[config.mk]
export PLATFORM = sky130hd
export DESIGN_NAME = ctrl_pipe
export DESIGN_NICKNAME = d
export VERILOG_FILES = /design/src/rtl/ctrl_pkg.sv /design/src/rtl/ctrl_decode.sv /design/src/rtl/ctrl_pipe.sv
export SDC_FILE = /design/constraint.sdc
export NUM_CORES = 1
export LEC_CHECK = 0
export CAP_MARGIN = 0
export CORE_UTILIZATION = 43
export CTS_CLUSTER_DIAMETER = 50
export DETAILED_ROUTE_END_ITERATION = 12
export PLACE_DENSITY = 0.78
export SLEW_MARGIN = 5
export SYNTH_ARGS = -nofsm -noshare
export SYNTH_HDL_FRONTEND = slang
export SYNTH_HIERARCHICAL = 1
export SYNTH_SLANG_ARGS = --single-unit
[constraint.sdc]
create_clock -name clk -period 2.08 [get_ports clk]
set_input_delay 0.312 -clock clk [delete_from_list [all_inputs] [get_ports clk]]
set_output_delay 0.312 -clock clk [all_outputs]
set_load 0.005 [all_outputs]
[src/rtl/ctrl_pkg.sv]
// ctrl_pkg: shared constants for the pipelined MIPS control unit.
// Holds the opcode encodings, the bundle widths, the bit position of each
// control field inside its bundle, and the all-zero bubble values.
package ctrl_pkg;

  localparam int OPCODE_BITS = 6;
  localparam int REG_BITS    = 5;
  localparam int EX_BITS     = 4;
  localparam int M_BITS      = 3;
  localparam int WB_BITS     = 2;

  // Recognised instruction classes
  typedef enum logic [OPCODE_BITS-1:0] {
    RTYPE = 6'b000000,
    LW    = 6'b100011,
    SW    = 6'b101011,
    BEQ   = 6'b000100,
    NOP   = 6'b100000
  } opcode_e;

  // EX bundle {RegDst, ALUOp1, ALUOp0, ALUSrc}
  localparam int REGDST_IDX   = 3;
  localparam int ALUOP1_IDX   = 2;
  localparam int ALUOP0_IDX   = 1;
  localparam int ALUSRC_IDX   = 0;

  // M bundle {Branch, MemRead, MemWrite}
  localparam int BRANCH_IDX   = 2;
  localparam int MEMREAD_IDX  = 1;
  localparam int MEMWRITE_IDX = 0;

  // WB bundle {RegWrite, MemtoReg}
  localparam int REGWRITE_IDX = 1;
  localparam int MEMTOREG_IDX = 0;

  // Bubble values: a stage holding these does nothing architecturally visible
  localparam logic [EX_BITS-1:0] BUBBLE_EX = '0;
  localparam logic [M_BITS-1:0]  BUBBLE_M  = '0;
  localparam logic [WB_BITS-1:0] BUBBLE_WB = '0;

  // Full control word carried from ID into the ID/EX register
  typedef struct packed {
    logic [EX_BITS-1:0] ex;
    logic [M_BITS-1:0]  m;
    logic [WB_BITS-1:0] wb;
  } ctrl_bundle_t;

  localparam ctrl_bundle_t BUBBLE = '{ex: BUBBLE_EX, m: BUBBLE_M, wb: BUBBLE_WB};

endpackage

[src/rtl/ctrl_decode.sv]
// ctrl_decode: combinational opcode -> {EX, M, WB} control table.
// o_valid is high only for recognised opcodes; anything else decodes to a
// bubble so an unknown instruction can never write memory or registers.
module ctrl_decode
  import ctrl_pkg::*;
(
  input  logic [OPCODE_BITS-1:0] i_opcode,
  output ctrl_bundle_t           o_ctrl,
  output logic                   o_valid
);

  // Decode table; unspecified fields are driven 0 rather than left floating
  always_comb begin
    o_ctrl  = BUBBLE;
    o_valid = 1'b0;
    case (i_opcode)
      RTYPE: begin
        o_ctrl.ex  = 4'b1100;
        o_ctrl.m   = 3'b000;
        o_ctrl.wb  = 2'b10;
        o_valid    = 1'b1;
      end
      LW: begin
        o_ctrl.ex  = 4'b0001;
        o_ctrl.m   = 3'b010;
        o_ctrl.wb  = 2'b11;
        o_valid    = 1'b1;
      end
      SW: begin
        o_ctrl.ex  = 4'b0001;
        o_ctrl.m   = 3'b001;
        o_ctrl.wb  = 2'b00;
        o_valid    = 1'b1;
      end
      BEQ: begin
        o_ctrl.ex  = 4'b0010;
        o_ctrl.m   = 3'b100;
        o_ctrl.wb  = 2'b00;
        o_valid    = 1'b1;
      end
      NOP: begin
        o_ctrl     = BUBBLE;
        o_valid    = 1'b1;
      end
      default: begin
        o_ctrl     = BUBBLE;
        o_valid    = 1'b0;
      end
    endcase
  end

endmodule

[src/rtl/ctrl_pipe.sv]
// ctrl_pipe: pipelined control unit for the 5-stage MIPS datapath.
// Decodes the ID opcode, carries the control bundles through the ID/EX,
// EX/MEM and MEM/WB registers, inserts a bubble on a load-use hazard and
// squashes ID/EX and EX/MEM on a taken branch (flush).
// Build option: define CTRL_PIPE_ILLEGAL_TRAP_EN to make `illegal` a sticky
// flag for unrecognised opcodes; otherwise `illegal` is tied low.
module ctrl_pipe
  import ctrl_pkg::*;
#(
  parameter int OPCODE_W = OPCODE_BITS,
  parameter int REG_W    = REG_BITS,
  parameter int EX_W     = EX_BITS,
  parameter int M_W      = M_BITS,
  parameter int WB_W     = WB_BITS
) (
  input  logic                clk,
  input  logic                rst,
  input  logic [OPCODE_W-1:0] opcode,
  input  logic [REG_W-1:0]    id_rs,
  input  logic [REG_W-1:0]    id_rt,
  input  logic                flush,
  output logic [EX_W-1:0]     idex_ex,
  output logic [REG_W-1:0]    idex_rt,
  output logic [M_W-1:0]      exmem_m,
  output logic [WB_W-1:0]     memwb_wb,
  output logic                stall,
  output logic                illegal
);

  ctrl_bundle_t     w_dec;
  logic             w_valid;
  logic             w_hazard;
  logic             w_bubble_id;

  logic [EX_W-1:0]  r_idex_ex;
  logic [M_W-1:0]   r_idex_m;
  logic [WB_W-1:0]  r_idex_wb;
  logic [REG_W-1:0] r_idex_rt;
  logic [M_W-1:0]   r_exmem_m;
  logic [WB_W-1:0]  r_exmem_wb;
  logic [WB_W-1:0]  r_memwb_wb;

  ctrl_decode u_decode (
    .i_opcode (opcode),
    .o_ctrl   (w_dec),
    .o_valid  (w_valid)
  );

  // A load in EX whose destination is read by the instruction in ID must
  // wait one cycle. $zero is hardwired, so rt==0 never creates a dependency.
  assign w_hazard = r_idex_m[MEMREAD_IDX]
                  & (r_idex_rt != '0)
                  & ((r_idex_rt == id_rs) | (r_idex_rt == id_rt));

  // A flush kills the instruction in ID anyway, so it overrides the stall
  assign stall       = w_hazard & ~flush;
  assign w_bubble_id = stall | flush;

  // Stage registers: ID/EX takes the decode or a bubble, EX/MEM is squashed
  // on flush, MEM/WB always advances (the instruction there is already past
  // the branch and must complete).
  always_ff @(posedge clk) begin
    if (rst) begin
      r_idex_ex  <= BUBBLE_EX;
      r_idex_m   <= BUBBLE_M;
      r_idex_wb  <= BUBBLE_WB;
      r_idex_rt  <= '0;
      r_exmem_m  <= BUBBLE_M;
      r_exmem_wb <= BUBBLE_WB;
      r_memwb_wb <= BUBBLE_WB;
    end else begin
      if (w_bubble_id) begin
        r_idex_ex <= BUBBLE_EX;
        r_idex_m  <= BUBBLE_M;
        r_idex_wb <= BUBBLE_WB;
        r_idex_rt <= '0;
      end else begin
        r_idex_ex <= w_dec.ex;
        r_idex_m  <= w_dec.m;
        r_idex_wb <= w_dec.wb;
        r_idex_rt <= id_rt;
      end

      if (flush) begin
        r_exmem_m  <= BUBBLE_M;
        r_exmem_wb <= BUBBLE_WB;
      end else begin
        r_exmem_m  <= r_idex_m;
        r_exmem_wb <= r_idex_wb;
      end

      r_memwb_wb <= r_exmem_wb;
    end
  end

  assign idex_ex  = r_idex_ex;
  assign idex_rt  = r_idex_rt;
  assign exmem_m  = r_exmem_m;
  assign memwb_wb = r_memwb_wb;

`ifdef CTRL_PIPE_ILLEGAL_TRAP_EN
  logic r_illegal;

  // Sticky trap flag; an opcode sitting in ID during a stall or flush is not
  // being issued, so it cannot raise the flag.
  always_ff @(posedge clk) begin
    if (rst) begin
      r_illegal <= 1'b0;
    end else if (!w_valid && !w_bubble_id) begin
      r_illegal <= 1'b1;
    end
  end

  assign illegal = r_illegal;
`else
  logic w_unused_valid;

  // Unknown opcodes are still bubbled by the decoder; the flag itself is off
  assign w_unused_valid = w_valid;
  assign illegal        = 1'b0;
`endif

endmodule

Word-level counts from Yosys, hierarchy flattened
Cells that the tools add are included.
{ "totals": {"register_bits": 21, "output_inout_bits": 16, "input_bits": 19, "elab_cells": 23} }
{ "op_classes": {"bitwise_logic": 6, "eq_ne": 5, "mux": 1, "n_reduce_logical": 4} }
{ "ops": {"columns": ["op", "n"], "rows": [
  ["$pmux 9 s4", 1],
  ["$eq 6x6->1 const B", 2],
  ["$eq 5x5->1", 2],
  ["$eq 6x3->1 const B", 1],
  ["$logic_not 6->1", 1],
  ["$reduce_bool 5->1", 1],
  ["$reduce_or 2->1", 2],
  ["$and 1x1->1", 3],
  ["$or 1x1->1", 2],
  ["$not 1->1", 1]
]} }

Longest topological paths before layout
{ "depth": {"ltp_word": 6, "mapped_depth": 5, "ltp_nobuf": 4} }

Cells and area by module
Netlist, hierarchy kept.
{ "by_module_without_submodules": {"columns": ["module", "seq_area_each_um2", "n_inst", "area_per_inst_um2", "cells_each"], "rows": [
  ["ctrl_pipe", 420.4, 1, 807.0, 80],
  ["ctrl_decode", 0.0, 1, 117.6, 17]
]} }

Least setup slack after synthesis
OpenSTA, ideal clock, no wires.
{ "synth_timing": {"kind": "flip-flop to output port", "startpoint": "reg r_idex_rt[1], in the netlist idex_rt[1]", "endpoint": "out stall", "path_stages_with_launch": 4, "slack_ns": 0.489, "path_buffers": 0, "arrival_ns": 1.279, "cell_sequence": "dfxtp_1 or4_1 o21a_2 and3b_2"} }
{ "synth_between": {"elab_chain_len": 4} }
{ "synth_lines": {"columns": ["element", "line", "rtl"], "rows": [
  ["start: declaration", "ctrl_pipe.sv:38", "logic [REG_W-1:0] r_idex_rt;"],
  ["start signal: assignment", "ctrl_pipe.sv:81", "r_idex_rt <= id_rt;"],
  ["$eq 5x5->1 or $reduce_bool 5->1 (tied branches)", "ctrl_pipe.sv:53, ctrl_pipe.sv:52", null],
  ["$or 1x1->1 or $and 1x1->1 (tied branches)", "ctrl_pipe.sv:53, ctrl_pipe.sv:52", null],
  ["$and 1x1->1 (*)", "ctrl_pipe.sv:53", "& ((r_idex_rt == id_rs) | (r_idex_rt == id_rt));"],
  ["$and 1x1->1 (*)", "ctrl_pipe.sv:56", "assign stall = w_hazard & ~flush;"],
  ["end: declaration", "ctrl_pipe.sv:26", "output logic stall,"]
]} }
Every way passes the cells marked *; elsewhere a longest branch is shown, timed or not.

Worst setup path in the final report
{ "layout_timing": {"startpoint": "reg r_idex_rt[4], in the netlist idex_rt[4]", "endpoint": "out stall"} }
The elaborated chain is that of the path after synthesis.

==> out/metrics.sh <==
INSERTION_DELAY_TO_THE_LATER_SINK_OF_THE_WORST_SKEW_PAIR_PS=300
POWER.DENSITY_CELL_AREA_mW_PER_MM2=542
DRTPASS1ITERATIONS=4
WORST_HOLD_PATH_TYPE='reg -> reg'
CLOCK-ROOT-BUFFER='clkbuf_4'
FLOORPLAN.DIE_AREA_SQ_MM=0.00231
CTS_HOLD_BUF=0
DIE_WIDTH_UM=48.1
POST-ROUTE-DRC-COUNT=0
MAXCLOCKFREQUENCY_MHz=499
TIMING.FINAL.SETUP_VIOLATIONS=0
CORE_BOX_AREA_SQ_MM=0.00198
CLKSLEWWORSTSETUPHOLDPATHS_PS=110
VDD_DROP_MAX_mV=0.582
CLOCK_SINKS=21
IOS=35
AVGROUTEDWIREPERCELL_UM=11.4
WORSTSETUPENDPOINTTYPE='primary output'
COUNT_OF_MAPPED_CELLS_OUT_OF_SYNTHESIS=95
FINCLKSKEW_PS=8.56
PLACE_INST=153
TRACK_USAGE=0.173
REPORT.FINAL.HOLD_VIOL_COUNT=0
DIE_H_UM=48.1
CP_DATA_ARRIVAL_TIME_PS=1690
TCRIT_TCLK_FINAL=0.964
FINAL_UTIL=0.658
N_ANTENNA_CELL=0
DPL_CELL_AREA_SQ_MM=0.00127
CRITICAL_PATH_CLASS='reg -> out'
HPWL_MM=1.38
FINAL-MAX-SLEW-VIOLATION-COUNT=0
CTS_TREE='yes'
SYN_NETS=114
SYN_AREA_PER_CELL_SQ_UM=9.60
GRT_PASS1_WL_MM=2.69
VIA_COUNT_OF_THE_FIRST_GLOBAL_ROUTING_PASS=620
POSTROUTEWIRELENGTH_MM=1.81
GLOBALPLACE.CONGESTION=0.671
PLACEMENT.IO_BUFFERS=33
OVERALL_POWER_OF_THE_COMPLETED_LAYOUT_uW=706
STATIC-LEAKAGE-POWER_uW=0.000469
YS.WARNINGS.COUNT=6
FINAL_DESIGN_INSTANCE_AREA_WITHOUT_FILL_SQ_MM=0.00130
HOLD_SLACK_PS=438
FINALNETCOUNT=151
SYNTHESIS.AREA_SQ_UM=912
PERIOD_NEEDED_PS=2000
TIMING.CRITICAL_PATH.FANOUT_MAX=2
CLOCK_TREE.HTREE_LEVEL_COUNT=1
CP.REQUIRED_PS=1770
LAYOUT-AREA-OVERHEAD-VS-SYNTH_PCT=42.9
GRT_OVERFLOW=0
FINAL_LAYOUT_SIZE_SUFFIX_GT1_FRAC=0.221
GRT_ANTENNA_BEFORE_REPAIR=0
MAXCAPVIOLATIONS=0
FLOORPLAN.ROWS=16
GRT_START_MAX_NET_PINS=20
NUMCTSBUFFERS=3
AVGVIACOUNTPERCELL=4.58
CLOCKBUFFERDEPTH=2
RSZ_0062_RAISED_AFTER_GLOBAL_ROUTING='false'
ROUTED-VIA-COUNT=724
RUN_STATUS='finished, final reports clean'
FINAL-INSTANCE-COUNT-EXCL-FILL=158
CRIT_PATH_START_KIND='flip-flop'
START_UTIL=0.460
ANTENNA_VIOLATING_NETS_POST_ROUTE=0
DRT_ITER0_DRC=9
==> per-layer routing <==
layer,GRT usage,vias up,part of all wire
li1,-,382,-
met1,0.216,324,0.46
met3,0.0679,0,0.043
met2,0.284,18,0.49
met5,0,-,0
met4,0.0333,0,0
==> state kept, by name, indices dropped and copies added (netlist names) <==
signal      count
idex_ex         4
r_exmem_wb      2
idex_rt         5
r_idex_m        3
exmem_m         3
memwb_wb        2
r_idex_wb       2
==> metrics by stage <==
| stage | setup slack (ps) | TNS (ps) |
|---|---|---|
| final | 75.7 | 0 |
| after global placement | -136 | -136 |
| after detailed placement | -146 | -146 |
| after floorplan | 489 | 0 |
| after global routing | 9.20 | 0 |
| after CTS | 67.8 | 0 |
==> critical path, stage by stage (launching register included) <==
cell and delay, ps:
dfxtp_2 340, or4_4 530, o21a_2 230, and3b_2 180, buf_2 120
==> cells in the final DEF, fill, tap and decap left out, drive strengths merged, types with 2 or more instances in the layout <==
| cell type | n |
|---|---|
| xnor2 | 10 |
| nor3 | 3 |
| and2 | 5 |
| clkbuf | 3 |
| or4 | 2 |
| nand3 | 3 |
| a21oi | 14 |
| nor2 | 2 |
| nor2b | 2 |
| nand2 | 16 |
| clkdlybuf4s50 | 32 |
| dfxtp | 21 |
| buf | 7 |
==> layout make-up <==
class	count	area [sq um]
fillers	152	678
multi-input cells	66	445
flip-flops and latches	21	423
repair buffers	39	370
well taps	27	33.8
clock buffers	3	22.5
clock inverters	1	5.00
inverters	1	3.75
==> final timing paths <==
| check | depth (start not counted) | end | slack (ps) | start |
|---|---|---|---|---|
| worst max-delay path | 4 | stall | 80 | idex_rt[4] |
| worst min-delay path | 1 | exmem_m[2] | 440 | r_idex_m[2] |
| worst max register to register | 5 | r_idex_m[2] | 460 | idex_rt[4] |
| worst min register to register | 1 | exmem_m[2] | 440 | r_idex_m[2] |
==> power breakdown <==
part | total (uW) | switching, uW | internal [uW] | leakage, uW
registers | 411 | 4.23 | 407 | 0.000171
logic | 108 | 44.4 | 63.7 | 0.000281
clock network | 187 | 115 | 71.6 | 0.0000177
total | 706 | 164 | 542 | 0.000469
==> what timing repair did <==
item / CTS / global route
resized for setup: 7 / 0
buffers inserted: 1 / 0
setup endpoints to repair: 1 / 0
Power figures use the tool's default switching activity.
==> RTL edit 1 (same flow settings) <==
The option `CTRL_PIPE_ILLEGAL_TRAP_EN` is turned on by a define.
--- a/src/rtl/ctrl_pipe.sv
+++ b/src/rtl/ctrl_pipe.sv
@@ -4,6 +4,8 @@
 // squashes ID/EX and EX/MEM on a taken branch (flush).
 // Build option: define CTRL_PIPE_ILLEGAL_TRAP_EN to make `illegal` a sticky
 // flag for unrecognised opcodes; otherwise `illegal` is tied low.
+`define CTRL_PIPE_ILLEGAL_TRAP_EN
+
 module ctrl_pipe
   import ctrl_pkg::*;
 #(
Function: changed (Yosys sat finds a counterexample within 4 cycles, from zero or initial values and one cycle with rst high).
==> RTL edit 1 against the original RTL <==
- via count up 15%
- design area grew 7.1%
- sequential share of layout area is 0.72 points lower
- register-to-register slack is essentially flat
- sequential power rose by 5.6%
- sequential cell count up 1
- routed wire length up 20%
- area after synthesis is 6.0% higher
- worst setup slack improved by 0.016 ns
- non-clock buffer count increased by 2
- power up 24%
- largest power group unchanged
==> RTL edit 1: results <==
set metrics [dict create \
    diodes 0 \
    port_buffers 34 \
    async_flop_share_pct 0 \
    hold_path.class "reg -> reg" \
    gp_congestion 0.861 \
    hp-start "r_idex_wb[0]" \
    place_inst 162 \
    finClkSkew_ns 0.000581 \
    dp_slack_ns -0.175 \
    met1_length_um 928 \
    clockBufferDepth 2 \
    routed.top_layer "met4" \
    root_buffer "clkbuf_4" \
    grt_pass1_wl_um 3640 \
    h-tree-depth 1 \
    ys_seq_area_share_pct 45.5 \
    wl_um 2160 \
    synth_xor_area_share_pct 9.06 \
    grt_usage_pct 19.7 \
    syn_inst 100 \
    p_leak_nw 0.510 \
    met2_length_um 1120 \
    criticalPathCategory "reg -> out" \
    grt_max_degree 20 \
    antenna_found_initial 0 \
    cts-buffers-inserted 3 \
    drt-initial-drc-count 18 \
    nNetsFinal 159 \
    rr_startpoint "idex_rt[2]" \
    drive_gt1_share_pct 20.9 \
    largest_reg_flops 5 \
    vias_per_cell 5.03 \
    vias 835 \
    synth_fa_ha_area_share_pct 0 \
    vdd_drop_max_v 0.000668 \
    dp_hpwl_um 1560 \
    met3_length_um 77 \
    status "finished clean" \
    insertion_delay_ns 0.31 \
    ys_types 27 \
    grt_pass1_vias 833 \
    synth.net_count 119 \
]
RTL edit 1: worst paths after layout:
check	cells past startpoint	to	slack [ns]
hold reg to reg	1	r_exmem_wb[0]	0.44
hold / removal	1	r_exmem_wb[0]	0.44
setup reg to reg	5	illegal	0.46
setup / recovery	4	stall	0.09
RTL edit 1: per-stage QoR:
stage | cell area, um2 | TNS, ns | utilization [%] | power (mW)
after floorplan | 967 | 0 | - | 0.494
after global placement | 1340 | -0.138 | 65.7 | 0.563
after detailed placement | 1340 | -0.175 | 65.7 | 0.566
after CTS | 1400 | 0 | 68.4 | 0.888
after global routing | 1400 | 0 | 68.4 | 0.917
final | 1400 | 0 | 68.4 | 0.879
RTL edit 1: routing by layer:
layer  global-route usage [%]  up-vias
met5                        0        -
met4                     9.05        0
met3                     4.98        4
met2                     34.9       22
met1                     21.9      396
li1                         -      413
RTL edit 1: report_power, final:
| group | total (mW) | internal [mW] | leakage [nW] | switching, mW |
|---|---|---|---|---|
| registers | 0.434 | 0.429 | 0.179 | 0.00546 |
| logic | 0.126 | 0.0737 | 0.303 | 0.0524 |
| clock network | 0.319 | 0.195 | 0.0279 | 0.124 |
| total | 0.879 | 0.697 | 0.510 | 0.182 |
RTL edit 1: repair_timing:
| item | 4_1_cts | 5_1_grt |
|---|---|---|
| buffers inserted | 0 | 0 |
| setup endpoints to repair | 1 | 0 |
| gates resized for setup | 7 | 0 |
RTL edit 1: cell families after synthesis:
logic type      count (synthesis)
xor+xnor                       10
buf+inv                         8
compound gates                 20
flops                          22
simple gates                   40
RTL edit 1: critical path: stages, from the launching register on:
cell	delay, ns
dfxtp_2	0.34
or4_4	0.53
o21a_4	0.23
and3b_1	0.15
buf_2	0.12
RTL edit 1: cell type report:
class	count	area (um2)
well taps	27	33.8
flip-flops and latches	22	443
inverters	2	7.51
fillers	176	646
repair buffers	41	388
multi-input cells	70	472
clock inverters	1	30.0
clock buffers	3	22.5
==> RTL edit 2 (same flow settings) <==
Without the edit above. Change the package constant `WB_BITS` from 2 to 4.
--- a/src/rtl/ctrl_pkg.sv
+++ b/src/rtl/ctrl_pkg.sv
@@ -7,7 +7,7 @@
   localparam int REG_BITS    = 5;
   localparam int EX_BITS     = 4;
   localparam int M_BITS      = 3;
-  localparam int WB_BITS     = 2;
+  localparam int WB_BITS     = 4;
 
   // Recognised instruction classes
   typedef enum logic [OPCODE_BITS-1:0] {
Interface: changed (resized memwb_wb); port bits go from 35 to 37. The function was not compared with the original's and may differ.
==> RTL edit 2 against the original RTL <==
- worst setup slack improved by 0.0076 ns
- register-to-register slack improved by 0.09 ns
- sequential cell count increased by 6
- design area increased by 14%
- power increased by 21%
- area after synthesis increased by 21%
- routed wire length increased by 16%
- critical path type unchanged
- largest power group unchanged
- highest routed layer is now met4
==> RTL edit 2: results <==
set metrics [dict create \
    grt_pass1_wl_um 3420 \
    dp_hpwl_um 1490 \
    grt_max_degree 24 \
    grt_pass1_vias 820 \
    worst_hold_slack_ns 0.444 \
    finalSetupViolations 0 \
    r2r_slack_ns 0.55 \
    cp.arrival_ns 1.68 \
    grt_usage_pct 17.2 \
    drtPass1Iterations 4 \
    cts-buffers-inserted 3 \
    finClkSkew_ns 0.00178 \
    yosys_warnings 6 \
    wl_per_cell_um 11.9 \
    fillCellCount 199 \
    min_to "r_exmem_wb[2]" \
    dp_slack_ns -0.153 \
    port_buffers 35 \
    rr_endpoint "idex_rt[1]" \
    p_leak_nw 0.544 \
    h-tree-depth 1 \
    nNetsFinal 168 \
    hp-start "r_idex_wb[2]" \
    rr_startpoint "idex_rt[1]" \
    reg2reg_depth 4 \
    hold_path.class "reg -> reg" \
    diodes 0 \
    vias 854 \
    hold_depth 1 \
    drive_gt1_share_pct 17.6 \
    drt-initial-drc-count 6 \
    vdd_drop_max_v 0.000460 \
    gp_congestion 0.747 \
    clkTransAtPathRegs_ns 0.13 \
    antenna_found_initial 0 \
    status "finished clean" \
]
## RTL edit 2: per-stage QoR
step	cell area [um2]	TNS, ns	power [mW]	instances
after global placement	1450	-0.129	0.650	171
final	1490	0	0.856	176
after detailed placement	1450	-0.153	0.653	171
after CTS	1490	0	0.869	176
after floorplan	1110	0	0.595	114
after global routing	1490	0	0.902	176
## RTL edit 2: how the worst max path moves through the flow
| stage | start | to | slack [ns] | cells after the start |
|---|---|---|---|---|
| 2_1_floorplan | idex_rt[1] | stall | 0.50 | 3 |
| 3_3_place_gp | id_rt[4] | stall | -0.13 | 6 |
| 3_5_place_dp | id_rt[3] | stall | -0.15 | 6 |
| 4_1_cts | idex_rt[1] | stall | 0.06 | 4 |
| 5_1_grt | idex_rt[1] | stall | 0.01 | 4 |
| 6_report | idex_rt[1] | stall | 0.08 | 4 |
## RTL edit 2: power breakdown
part	leakage (nW)	total (mW)	switching (mW)	internal (mW)
Sequential	0.219	0.529	0.00491	0.524
Clock	0.0177	0.214	0.142	0.0719
Combinational	0.307	0.114	0.0482	0.0655
## RTL edit 2: layer usage
layer,global-route usage (%),part of all wire [%]
met5,0,0
met4,7.02,0.77
met3,6.38,5.7
met2,31.0,50
met1,17.5,43
## RTL edit 2: what timing repair did
item | CTS | global route
buffers inserted | 1 | 0
resized for setup | 6 | 0
setup endpoints to repair | 1 | 0
## RTL edit 2: final cells by class
type	count	area, um2	share of cell area, %
timing repair buffer	40	383	25.8
sequential	27	544	36.6
clock buffer	3	22.5	1.52
clock inverter	1	5.00	0.337
tap	28	35.0	2.36
inverter	1	3.75	0.253
multi-input combinational	76	493	33.2
## RTL edit 2: worst max-delay path, stage by stage (launching register included)
cell	delay (ns)
dfxtp_4	0.37
or4_4	0.51
o21a_4	0.23
and3b_1	0.15
buf_2	0.12
